[config.mk]
export PLATFORM = sky130hd
export DESIGN_NAME = sao_lcu_feeder
export DESIGN_NICKNAME = d
export VERILOG_FILES = /design/src/rtl/sao_lcu_feeder.sv
export SDC_FILE = /design/constraint.sdc
export NUM_CORES = 1
export LEC_CHECK = 0
export BUFFER_PORTS_ARGS = -buffer_cell sky130_fd_sc_hd__buf_2
export CORE_UTILIZATION = 55
export DETAILED_ROUTE_END_ITERATION = 8
export GPL_TIMING_DRIVEN = 1
export PLACE_DENSITY_LB_ADDON = 0.25
export SETUP_SLACK_MARGIN = 0.3
export SKIP_LAST_GASP = 1
export SLEW_MARGIN = 10
export SYNTH_ARGS = -nofsm -noshare
export SYNTH_HDL_FRONTEND = slang
export SYNTH_SLANG_ARGS = --single-unit
[constraint.sdc]
create_clock -name clk -period 10.4 [get_ports clk]
set_clock_uncertainty 0.15 [all_clocks]
set_input_delay 3.12 -clock clk [delete_from_list [all_inputs] [get_ports clk]]
set_output_delay 3.12 -clock clk [all_outputs]
set_load 0.02 [all_outputs]
[src/rtl/sao_lcu_feeder.sv]
// sao_lcu_feeder: replays a raster-stored 128x128 frame from a single-port SRAM
// in LCU order to the SAO input. Per-LCU parameters ride along with each pixel.
// Back-pressure is absorbed by a one-entry skid behind the 1-cycle SRAM read.
module sao_lcu_feeder #(
    parameter int FRAME_W = 128,
    parameter int PRM_W   = 24
) (
    input  logic                                 clk,
    input  logic                                 reset,
    input  logic                                 start,
    input  logic [1:0]                           cfg_lcu_size,
    output logic [$clog2(FRAME_W*FRAME_W)-1:0]   sram_a,
    output logic                                 sram_cen,
    input  logic [7:0]                           sram_q,
    output logic [5:0]                           prm_idx,
    input  logic [PRM_W-1:0]                     prm_data,
    input  logic                                 busy,
    output logic                                 in_en,
    output logic [7:0]                           din,
    output logic [1:0]                           sao_type,
    output logic [4:0]                           sao_band_pos,
    output logic                                 sao_eo_class,
    output logic [15:0]                          sao_offset,
    output logic [2:0]                           lcu_x,
    output logic [2:0]                           lcu_y,
    output logic [1:0]                           lcu_size,
    output logic                                 done
);
    localparam int AW = $clog2(FRAME_W*FRAME_W);
    localparam int CW = $clog2(FRAME_W);

    typedef enum logic [1:0] {S_IDLE, S_STREAM, S_DRAIN, S_DONE} state_t;

    state_t           state_q, state_d;
    logic [1:0]       size_q, size_d;
    logic [5:0]       col_q, col_d, row_q, row_d;
    logic [2:0]       lx_q, lx_d, ly_q, ly_d;

    // read in flight: metadata of the LCU the address belonged to
    logic             rd_vld_q, rd_vld_d;
    logic [PRM_W-1:0] rd_prm_q, rd_prm_d;
    logic [2:0]       rd_lx_q, rd_lx_d, rd_ly_q, rd_ly_d;

    // skid entry: a returned pixel that met busy=1
    logic             sk_vld_q, sk_vld_d;
    logic [7:0]       sk_pix_q, sk_pix_d;
    logic [PRM_W-1:0] sk_prm_q, sk_prm_d;
    logic [2:0]       sk_lx_q, sk_lx_d, sk_ly_q, sk_ly_d;

    // presented pixel and its LCU context
    logic             in_en_q, in_en_d;
    logic [7:0]       din_q, din_d;
    logic [PRM_W-1:0] prm_q, prm_d;
    logic [2:0]       olx_q, olx_d, oly_q, oly_d;

    logic [5:0]       n_m1;
    logic [2:0]       lcu_m1;
    logic [CW-1:0]    yabs, xabs;
    logic [5:0]       lidx;
    logic             issue, last_addr;

    // size-dependent limits, absolute pixel coordinates and table index
    always_comb begin
        case (size_q)
            2'd0: begin
                n_m1   = 6'd15;
                lcu_m1 = 3'd7;
                yabs   = CW'({ly_q, row_q[3:0]});
                xabs   = CW'({lx_q, col_q[3:0]});
                lidx   = {ly_q, lx_q};
            end
            2'd1: begin
                n_m1   = 6'd31;
                lcu_m1 = 3'd3;
                yabs   = CW'({ly_q[1:0], row_q[4:0]});
                xabs   = CW'({lx_q[1:0], col_q[4:0]});
                lidx   = {2'b00, ly_q[1:0], lx_q[1:0]};
            end
            default: begin
                n_m1   = 6'd63;
                lcu_m1 = 3'd1;
                yabs   = CW'({ly_q[0], row_q});
                xabs   = CW'({lx_q[0], col_q});
                lidx   = {4'b0000, ly_q[0], lx_q[0]};
            end
        endcase
        issue     = (state_q == S_STREAM) && !busy && !sk_vld_q;
        last_addr = (col_q == n_m1) && (row_q == n_m1) &&
                    (lx_q == lcu_m1) && (ly_q == lcu_m1);
    end

    // state register
    always_ff @(posedge clk or posedge reset) begin
        if (reset) state_q <= S_IDLE;
        else       state_q <= state_d;
    end

    // next state: drain waits for both the in-flight read and the skid
    always_comb begin
        state_d = state_q;
        case (state_q)
            S_IDLE:   if (start) state_d = S_STREAM;
            S_STREAM: if (issue && last_addr) state_d = S_DRAIN;
            S_DRAIN:  if (!rd_vld_q && !sk_vld_q) state_d = S_DONE;
            default:  state_d = S_IDLE;
        endcase
    end

    // FSM outputs: the read is decided in the cycle before the edge that issues it
    always_comb begin
        sram_cen = !issue;
        sram_a   = (state_q == S_STREAM) ? AW'({yabs, xabs}) : '0;
        prm_idx  = lidx;
        done     = (state_q == S_DONE);
    end

    // counters, read tracking, skid and presentation
    always_comb begin
        size_d   = size_q;
        col_d    = col_q;
        row_d    = row_q;
        lx_d     = lx_q;
        ly_d     = ly_q;
        rd_vld_d = issue;
        rd_prm_d = rd_prm_q;
        rd_lx_d  = rd_lx_q;
        rd_ly_d  = rd_ly_q;
        sk_vld_d = sk_vld_q;
        sk_pix_d = sk_pix_q;
        sk_prm_d = sk_prm_q;
        sk_lx_d  = sk_lx_q;
        sk_ly_d  = sk_ly_q;
        in_en_d  = 1'b0;
        din_d    = din_q;
        prm_d    = prm_q;
        olx_d    = olx_q;
        oly_d    = oly_q;

        if (state_q == S_IDLE && start) begin
            size_d = (cfg_lcu_size == 2'd3) ? 2'd2 : cfg_lcu_size;
            col_d  = '0;
            row_d  = '0;
            lx_d   = '0;
            ly_d   = '0;
        end else if (issue) begin
            rd_prm_d = prm_data;
            rd_lx_d  = lx_q;
            rd_ly_d  = ly_q;
            if (col_q != n_m1) col_d = col_q + 6'd1;
            else begin
                col_d = '0;
                if (row_q != n_m1) row_d = row_q + 6'd1;
                else begin
                    row_d = '0;
                    if (lx_q != lcu_m1) lx_d = lx_q + 3'd1;
                    else begin
                        lx_d = '0;
                        ly_d = (ly_q != lcu_m1) ? ly_q + 3'd1 : 3'd0;
                    end
                end
            end
        end

        // the skid and a returning read never coexist: issue needs an empty skid
        if (sk_vld_q && !busy) begin
            in_en_d  = 1'b1;
            din_d    = sk_pix_q;
            prm_d    = sk_prm_q;
            olx_d    = sk_lx_q;
            oly_d    = sk_ly_q;
            sk_vld_d = 1'b0;
        end else if (rd_vld_q && !busy) begin
            in_en_d = 1'b1;
            din_d   = sram_q;
            prm_d   = rd_prm_q;
            olx_d   = rd_lx_q;
            oly_d   = rd_ly_q;
        end else if (rd_vld_q) begin
            sk_vld_d = 1'b1;
            sk_pix_d = sram_q;
            sk_prm_d = rd_prm_q;
            sk_lx_d  = rd_lx_q;
            sk_ly_d  = rd_ly_q;
        end
    end

    // datapath registers
    always_ff @(posedge clk or posedge reset) begin
        if (reset) begin
            size_q   <= '0;
            col_q    <= '0;
            row_q    <= '0;
            lx_q     <= '0;
            ly_q     <= '0;
            rd_vld_q <= 1'b0;
            rd_prm_q <= '0;
            rd_lx_q  <= '0;
            rd_ly_q  <= '0;
            sk_vld_q <= 1'b0;
            sk_pix_q <= '0;
            sk_prm_q <= '0;
            sk_lx_q  <= '0;
            sk_ly_q  <= '0;
            in_en_q  <= 1'b0;
            din_q    <= '0;
            prm_q    <= '0;
            olx_q    <= '0;
            oly_q    <= '0;
        end else begin
            size_q   <= size_d;
            col_q    <= col_d;
            row_q    <= row_d;
            lx_q     <= lx_d;
            ly_q     <= ly_d;
            rd_vld_q <= rd_vld_d;
            rd_prm_q <= rd_prm_d;
            rd_lx_q  <= rd_lx_d;
            rd_ly_q  <= rd_ly_d;
            sk_vld_q <= sk_vld_d;
            sk_pix_q <= sk_pix_d;
            sk_prm_q <= sk_prm_d;
            sk_lx_q  <= sk_lx_d;
            sk_ly_q  <= sk_ly_d;
            in_en_q  <= in_en_d;
            din_q    <= din_d;
            prm_q    <= prm_d;
            olx_q    <= olx_d;
            oly_q    <= oly_d;
        end
    end

    assign in_en        = in_en_q;
    assign din          = din_q;
    assign sao_type     = prm_q[23:22];
    assign sao_band_pos = prm_q[21:17];
    assign sao_eo_class = prm_q[16];
    assign sao_offset   = prm_q[15:0];
    assign lcu_x        = olx_q;
    assign lcu_y        = oly_q;
    assign lcu_size     = size_q;

endmodule

**Word-level counts from Yosys, hierarchy flattened**

Index checks and enable logic that the tools add are counted.

- Bitwise gates (word level): 3
- Equal/unequal tests: 20
- Multiplexer cells: 42
- Add/sub/neg operators: 4
- Reduce and logical (&&, ||, !) cells: 26

Operators by type and width:

| cell | number |
|---|---|
| $mux 24 | 2 |
| $mux 3 | 15 |
| $mux 6 | 7 |
| $pmux 7 s2 | 2 |
| $pmux 6 s2 | 2 |
| $mux 8 | 2 |
| $mux 14 | 1 |
| $ne 2x2->1 const B | 7 |
| $add 6x1->6 const B | 2 |
| $eq 6x6->1 | 2 |
| $ne 6x6->1 | 2 |
| $logic_and 1x1->1 | 10 |
| $reduce_and 3->1 | 3 |
| $mux 2 | 4 |
| $add 3x1->3 const B | 2 |
| $eq 2x2->1 const B | 3 |
| $eq 3x3->1 | 2 |
| $ne 3x3->1 | 2 |
| $pmux 2 s3 | 1 |
| $pmux 3 s2 | 1 |
| $reduce_and 2->1 | 3 |
| $reduce_bool 2->1 | 3 |
| $mux 1 | 5 |
| $eq 2x1->1 const B | 2 |
| other kinds (4) | 10 |

- Output and inout bits: 63
- Word-level logic and storage cells: 115
- Register bits after elaboration: 131

**Logic depth before layout (Yosys ltp)**

Gate-level depths: netlist of run 1.

- Depth after elaboration: 9
- Gate-level depth with buffers: 11
- Mapped depth without buffers: 8

**Least setup slack after synthesis of run 1**

Ideal clock, no wire load.

- Kind: in2out
- From: input port busy
- To: output port sram_cen
- Path slack: 3.400 ns
- Cell stages on the path: 3
- Arrival time: 3.730 ns
- Required time: 7.130 ns
- Buffers on the path: 2
- Path through: clkbuf_1 > or3_1 > buf_6

- Word-level cells in the longest chain between the ends: 4

Ends and longest elaborated chain:

| what | line | RTL |
|---|---|---|
| from (decl) | 17 | `input logic busy,` |
| $logic_not 1->1 | 87 | `issue = (state_q == S_STREAM) && !busy && !sk_vld_q;` |
| $logic_and 1x1->1 (2 in series) | 87 |  |
| $logic_not 1->1 | 111 | `sram_cen = !issue;` |
| to (decl) | 13 | `output logic sram_cen,` |

Every way passes these cells.

**Final worst setup path of run 1**

Same ends and word-level chain as after synthesis.

==> impl_results.md, run 1 <==
* Outcome: completed
* Maximum Capacitance Violations at 0
* Buffers added on ports at 100
* Final cycle utilization of the critical path at 73.9%
* Smallest hold slack at ~0.33 ns
* CP required at 7.13 ns
* Overflow left after global routing at 0
* Root buffer cell: clkbuf_16
* Kind of start point of the critical path: input port
* Slowest Stage Delay on Critical Path at between 0.6 and 0.7 ns
* Count of final max-slew check failures at 0
* Final non-filler cell total at between 800 and 900
* Worst-Skew Late Latency at approximately 0.42 ns
* Post-detailed-routing wire length at between 10000 and 15000 um
* Count of flip-flops with a built-in enable after synthesis at 0
* Fraction of final layout cells sized beyond drive strength 1 at 33.4%
* Sequential area share after synthesis at 51.7%
* Arrival time of the worst setup path at 4.42 ns
* Place WS at 2.74 ns
* Vertical die dimension at around 110 um
* Site row count at 38
* Sum of internal, switching and leakage power at 0.00212 W
* Post-route setup TNS at 0 ns
* Ant. Diodes at 0
* Post-CTS setup-driven buffer insertion count at 0
* Synth Flop Type: dfrtp_1
* Fraction of power consumed by the clock network at between 20% and 30%
* Core outline area at between 10000 and 15000 um2
* Syn avg cell area at 11.2 um2
* Kind of cell adding the most delay to the critical path: buffers and inverters
* Critical path buffers and inverters at 2
* Count of pins on the block boundary at between 100 and 150
* Global-route wire length before repair at approximately 23000 um
* Cell-internal power at between 0.001 and 0.0015 W
* Routed wire per std cell at approximately 18 um
* Number of nets with antenna violations after detailed routing at 0
* Hold violation total from the final report at 0
* Crit path kind: in2out
* Part of the power in registers at 40.0%
* Area of the die at around 12000 um2
* Post-layout nets at around 700
* Logic gate share of total power at 30.4%
* Most frequent standard cell in the layout excluding fill and tap cells: dfrtp_1
* Worst-case headroom to the max-slew limit at ~32%
* Commonest cells after routing, fill and taps aside: dfrtp_1, buf_2, mux2_2, o21ai_0, a21oi_1
* Router iterations before antenna repair at 4
* Least setup slack across all paths after layout at approximately 2.7 ns
* CTS clk-pin slew, worst paths at approximately 0.050 ns
* Number of placed cells counting well taps at about 770
* Post-cts hold buffer count at 0
* Tmin final at between 7 and 8 ns
* Post-DR vias/cell at between 5 and 6
* Leak at 3.34 nW
* Max VDD drop at approximately 0.19 mV
* Total power density per cell area at 284 nW/um2
* Leading area contributor after synthesis: dfrtp_1
* Slew at the pin closest to its max-slew limit at roughly 1.0 ns
* Number of levels in the clock H-tree at 4
* Area growth syn-to-layout at 17.8%
* Synth top area share at 51.7%
* Cell breakdown of the critical path: buf_2, or3_1, buf_2
* Number of design-rule violations left by the first detailed-router iteration at 330
* Num CTS Buffers at 17
* Number of library cell types mapped by synthesis at between 50 and 60
* Filler Cell Count at approximately 840
* Overall via count from detail_route at 4794
* Mapped cell area at around 6300 um2
* Largest driver fanout on the critical path at 44
* Sum of net half-perimeters after detailed placement at roughly 8900 um
* CP max stage cell: buf_2
* Clk sinks at between 100 and 150
* Unrepaired setup endpoints after global routing: no
* Total GRT Usage at between 20% and 30%
* Critical path endpoint category: primary output
* Highest clock frequency the design can meet at around 130 MHz
* Number of setup violations in the final report at 0
* Worst min-delay path class: reg2reg
* Final GP Congestion at roughly 0.8
* X dimension of the die at approximately 110 um
* Starting Density at 57.4%
* Post-Synthesis Cells at approximately 570
* Number of synthesis warnings at 0
* Buffer levels on the longest clock path at 2
* Cells taking the most area after synthesis: dfrtp_1, mux2_2, a22oi_1
* Number of flip-flops and latches in the synthesized netlist at about 130
* Maximum number of pins on one net before global-route repair at 80
* FFs w/ async S/R, synth at between 90% and 100%
* Drc violations at 0
* TritonCTS clock tree: yes
* Post-synthesis net count at ~600
* Sw Pwr at between 0.0007 and 0.0008 W
* Crit-path most repeated cell: buf_2
* Switching fraction of total power at between 30% and 40%
* Number of global-route vias before repair at around 4600
* Number of antenna violations at the first check in global routing at 1
* Cts repair resizes at 0
==> power by group through the flow <==
stage	combinational, W	clock [W]	sequential [W]
2_1_floorplan	0.000436	0	0.000879
3_3_place_gp	0.000616	0	0.000837
3_5_place_dp	0.000642	0	0.000851
4_1_cts	0.000650	0.000636	0.000844
5_1_grt	0.000711	0.000657	0.000869
6_report	0.000644	0.000628	0.000847
==> routing by layer <==
layer	wire length, um	vias to the layer above	track usage (%)
li1	-	2211	-
met5	11	-	0
met2	6910	152	41.8
met4	233	2	9.14
met1	6410	2404	33.1
met3	808	25	6.70
==> final timing paths <==
path / from / endpoint / slack (ns) / cells past startpoint
setup / recovery: busy / sram_cen / 2.71 / 3
max in group asynchronous: reset / sk_prm_q[22]$_DFFE_PP0P_ / 5.99 / 3
min in group asynchronous: reset / sk_prm_q[5]$_DFFE_PP0P_ / 2.66 / 2
setup reg to reg: state_q[1]$_DFFE_PP0P_ / row_q[1]$_DFFE_PP0P_ / 7.49 / 7
hold / removal: lcu_x[2]$_DFFE_PP0P_ / lcu_x[2]$_DFFE_PP0P_ / 0.33 / 2
hold reg to reg: lcu_x[2]$_DFFE_PP0P_ / lcu_x[2]$_DFFE_PP0P_ / 0.33 / 2
==> Yosys cell counts, types with 2 or more instances <==
cell / number
buf_2: 5
nor3_1: 4
mux2i_1: 7
nor2b_1: 39
nor4bb_1: 3
a22oi_1: 38
o21a_1: 2
a21oi_1: 43
xor2_1: 6
nand2_1: 24
buf_4: 2
nand3b_1: 5
o31ai_1: 2
or3_1: 3
a31oi_1: 2
buf_6: 6
or2_2: 3
nand4_1: 6
and3_1: 2
ha_1: 9
nor2_1: 16
dfrtp_1: 131
clkbuf_1: 24
nor3b_1: 2
o311ai_0: 2
inv_1: 10
o211ai_1: 2
mux2_2: 68
nand3_1: 8
o21ai_0: 54
and2_1: 12
==> final cells by class <==
cell class / count / area, um2 / share of cell area [%]
clock buffers: 25 / 515 / 6.91
flip-flops and latches: 131 / 3280 / 43.9
clock inverters: 7 / 119 / 1.59
multi-input cells: 383 / 2780 / 37.2
inverters: 12 / 55.1 / 0.738
well taps: 140 / 175 / 2.35
repair buffers: 106 / 546 / 7.31
==> through the flow <==
| stage | area, um2 | util [%] |
|---|---|---|
| after global placement | 6830 | 61.9 |
| after global routing | 7460 | 67.7 |
| final | 7460 | 67.7 |
| after floorplan | 6330 | - |
| after detailed placement | 6830 | 61.9 |
| after CTS | 7460 | 67.7 |
==> registers in the layout, indices dropped and copies added, names as in the netlist, 3 cells and up <==
signal and count:
sk_ly_q 3, sk_pix_q 8, sk_prm_q 24, lcu_x 3, sk_lx_q 3, din 8, row_q 6, col_q 6
lcu_y 3, rd_ly_q 3, lx_q 3, prm_q 24, rd_lx_q 3, ly_q 3, rd_prm_q 24
==> worst register-to-register path: stages, from the launching register on <==
cell	delay, ns
dfrtp_1	0.46
inv_1	0.12
ha_1	0.58
inv_4	0.10
or3_1	0.50
nor3_1	0.56
mux2i_1	0.25
nor2_1	0.05
==> cells by family (layout without fill, tap and decap cells) <==
| logic type | count (synthesis) | after routing | synth area share, % |
|---|---|---|---|
| AOI/OAI and AO/OA | 159 | 159 | 15.6 |
| buffers and inverters | 52 | 150 | 4.56 |
| adders and majority gates | 9 | 9 | 1.78 |
| xor gates and xnor gates | 7 | 7 | 0.968 |
| DFF | 131 | 131 | 51.7 |
| muxes | 75 | 75 | 13.2 |
| and+or+nand+nor | 133 | 133 | 12.1 |
Note: power is estimated with default switching activity, not from simulation.
==> inputs of run 2 (changes only) <==
==> constraint.sdc (replaced) <==
create_clock -name clk -period 7.2 [get_ports clk]
set_clock_uncertainty 0.15 [all_clocks]
set_input_delay 2.16 -clock clk [delete_from_list [all_inputs] [get_ports clk]]
set_output_delay 2.16 -clock clk [all_outputs]
set_load 0.02 [all_outputs]
==> run 2 against run 1 <==
  * Cell count unchanged
  * Critical path depth did not move
  * Setup slack got worse by 0.74 ns
  * Global-route usage is 0.66 points higher
  * Total power grew 46%
  * Clock power rose by 51%
  * Via count down 0.38%
  * Count of clock-buffer cells in the layout shrank 2
  * Sequential power increased by 43%
  * Combinational power is 46% higher
==> impl_results.md, run 2 (synthesized netlist as in run 1, its figures left out) <==
* Outcome: completed
* Starting Density at 57.4% (unchanged)
* Global-route wire length before repair at 23900 um (+3.9%)
* Area growth syn-to-layout at 18.2%
* Final GP Congestion at 0.816 (-0.61%)
* Total area of sequential cells at 3280 um2 (unchanged)
* CTS clk-pin slew, worst paths at 0.05 ns (about the same)
* Final cell utilization of the core at 67.9% (+0.23 points)
* Number of design-rule violations left by the first detailed-router iteration at 324 (-1.8%)
* Core outline area at 11000 um2 (unchanged)
* Post-cts hold buffer count at 0 (unchanged)
* Most frequent standard cell in the layout excluding fill and tap cells: dfrtp_1
* Overflow left after global routing at 0 (unchanged)
* CP required at 4.89 ns (-2.24 ns)
* Number of global-route vias before repair at 4832 (+4.7%)
* Largest registers in the final layout: prm_q x24, rd_prm_q x24, sk_prm_q x24
* Total power density per cell area at 414 nW/um2 (+46%)
* Maximum Capacitance Violations at 0 (unchanged)
* Ant. Diodes at 0 (unchanged)
* Slew at the pin closest to its max-slew limit at 1.01 ns (+0.00310 ns)
* Number of antenna violations at the first check in global routing at 0 (-1)
* Buffer levels on the longest clock path at 2 (unchanged)
* Maximum number of pins on one net before global-route repair at 74 (-7.5%)
* Worst-case headroom to the max-slew limit at 32.1% (-0.21 points)
* Highest clock frequency the design can meet at approximately 190 MHz
* Post-detailed-routing wire length at 14500 um (+0.86%)
* Hold violation total from the final report at 0 (unchanged)
* Routed wire per std cell at 18.0 um (+0.86%)
* Tmin final at between 5 and 6 ns
* Overall via count from detail_route at 4776 (-0.38%)
* Filler Cell Count at 850 (+1.1%)
* Vertical die dimension at 109 um (unchanged)
* Fraction of final layout cells sized beyond drive strength 1 at 33.3% (-0.15 points)
* Area occupied by multi-input gates at 2780 um2 (unchanged)
* Worst-Skew Late Latency at 0.41 ns (about the same)
* Router iterations before antenna repair at 6 (+2)
* Clk sinks at 131 (unchanged)
* Root buffer cell: clkbuf_16
* Slowest Stage Delay on Critical Path at 0.44 ns (-0.25 ns)
* Count of pins on the block boundary at 101 (unchanged)
* Post-layout nets at 699 (+0.14%)
* Max VDD drop at 0.220 mV (+16%)
* Number of nets with antenna violations after detailed routing at 0 (unchanged)
* Cts repair resizes at 0 (unchanged)
* Kind of start point of the critical path: input port
* Number of setup violations in the final report at 0 (unchanged)
* Final cycle utilization of the critical path at between 70% and 80%
* Site row count at 38 (unchanged)
* Crit path kind: in2out
* Drc violations at 0 (unchanged)
* Post-CTS setup-driven buffer insertion count at 0 (unchanged)
* Largest driver fanout on the critical path at 6 (-86%)
* Sum of net half-perimeters after detailed placement at 8890 um (about the same)
* Leak at 3.35 nW (+0.26%)
* Post-DR vias/cell at 5.94 (-0.38%)
* Worst min-delay path class: reg2reg
* Cell breakdown of the critical path: buf_2, or3_1, buf_2
* CP max stage cell: or3_1
* Total GRT Usage at 26.3% (+0.66 points)
* Number of levels in the clock H-tree at 4 (unchanged)
* X dimension of the die at 109 um (unchanged)
* Commonest cells after routing, fill and taps aside: dfrtp_1, buf_2, mux2_2, o21ai_0, a21oi_1
* Num CTS Buffers at 17 (unchanged)
* Post-route setup TNS at 0 ns (unchanged)
* Crit-path most repeated cell: buf_2
* Arrival time of the worst setup path at 2.92 ns (-1.50 ns)
* TritonCTS clock tree: yes
* Buffers added on ports at 100 (unchanged)
* Unrepaired setup endpoints after global routing: no
* Critical path endpoint category: primary output
* Count of final max-slew check failures at 0 (unchanged)
* Area of the die at 12000 um2 (unchanged)
run 2: cell types whose count changed in the layout (fill, tap and decap cells not counted), sizes merged:
cell	change
buf	+1
clkbuf	-2
clkinv	-1
bufinv	+2
run 2: where the power goes:
group | total (W) | switching [W] | internal (W)
Sequential | 0.00121 | 0.000207 | 0.00101
Clock | 0.000950 | 0.000309 | 0.000641
Combinational | 0.000940 | 0.000520 | 0.000420
Total | 0.00310 | 0.00104 | 0.00207
run 2: area by class of cell:
cell class,instances,area share (%)
Clock inverter,8,2.32
Clock buffer,23,6.38
Multi-Input combinational cell,383,37.1
Tap cell,140,2.34
Inverter,12,0.735
Timing Repair Buffer,107,7.39
Sequential cell,131,43.8
run 2: worst max-delay path: cells and delay by family:
family	cells	cell delay (ns)
buffers and inverters	2	0.31
AND/OR/NAND/NOR	1	0.44
run 2: path summary, 6_finish.rpt:
path,from,end,slack (ns),cells after the start
min in group asynchronous,reset,sk_prm_q[5]$_DFFE_PP0P_,1.78,2
max in group asynchronous,reset,sk_prm_q[21]$_DFFE_PP0P_,3.84,3
hold / removal,lcu_y[2]$_DFFE_PP0P_,lcu_y[2]$_DFFE_PP0P_,0.34,2
setup / recovery,busy,sram_cen,1.97,3
setup reg to reg,state_q[1]$_DFFE_PP0P_,rd_prm_q[7]$_DFFE_PP0P_,3.92,8
hold reg to reg,lcu_y[2]$_DFFE_PP0P_,lcu_y[2]$_DFFE_PP0P_,0.34,2
run 2: per-stage QoR:
step | power (W) | worst slack [ns] | instance area (um2) | hold slack, ns | cells
after detailed placement | 0.00216 | 1.97 | 6840 | 0.324 | 773
after CTS | 0.00312 | 1.97 | 7490 | 0.336 | 804
final | 0.00310 | 1.97 | 7490 | 0.336 | 804
after global routing | 0.00328 | 1.94 | 7490 | 0.339 | 804
after global placement | 0.00210 | 1.99 | 6840 | 0.311 | 773
after floorplan | 0.00190 | 1.39 | 6330 | 0.314 | 566
run 2: layer usage:
| layer | up-vias | GRT usage [%] | part of all wire, % |
|---|---|---|---|
| li1 | 2215 | - | - |
| met1 | 2382 | 34.7 | 44 |
| met2 | 161 | 43.1 | 49 |
| met3 | 18 | 5.45 | 5.4 |
| met4 | 0 | 9.43 | 1.4 |
| met5 | - | 0 | 0 |
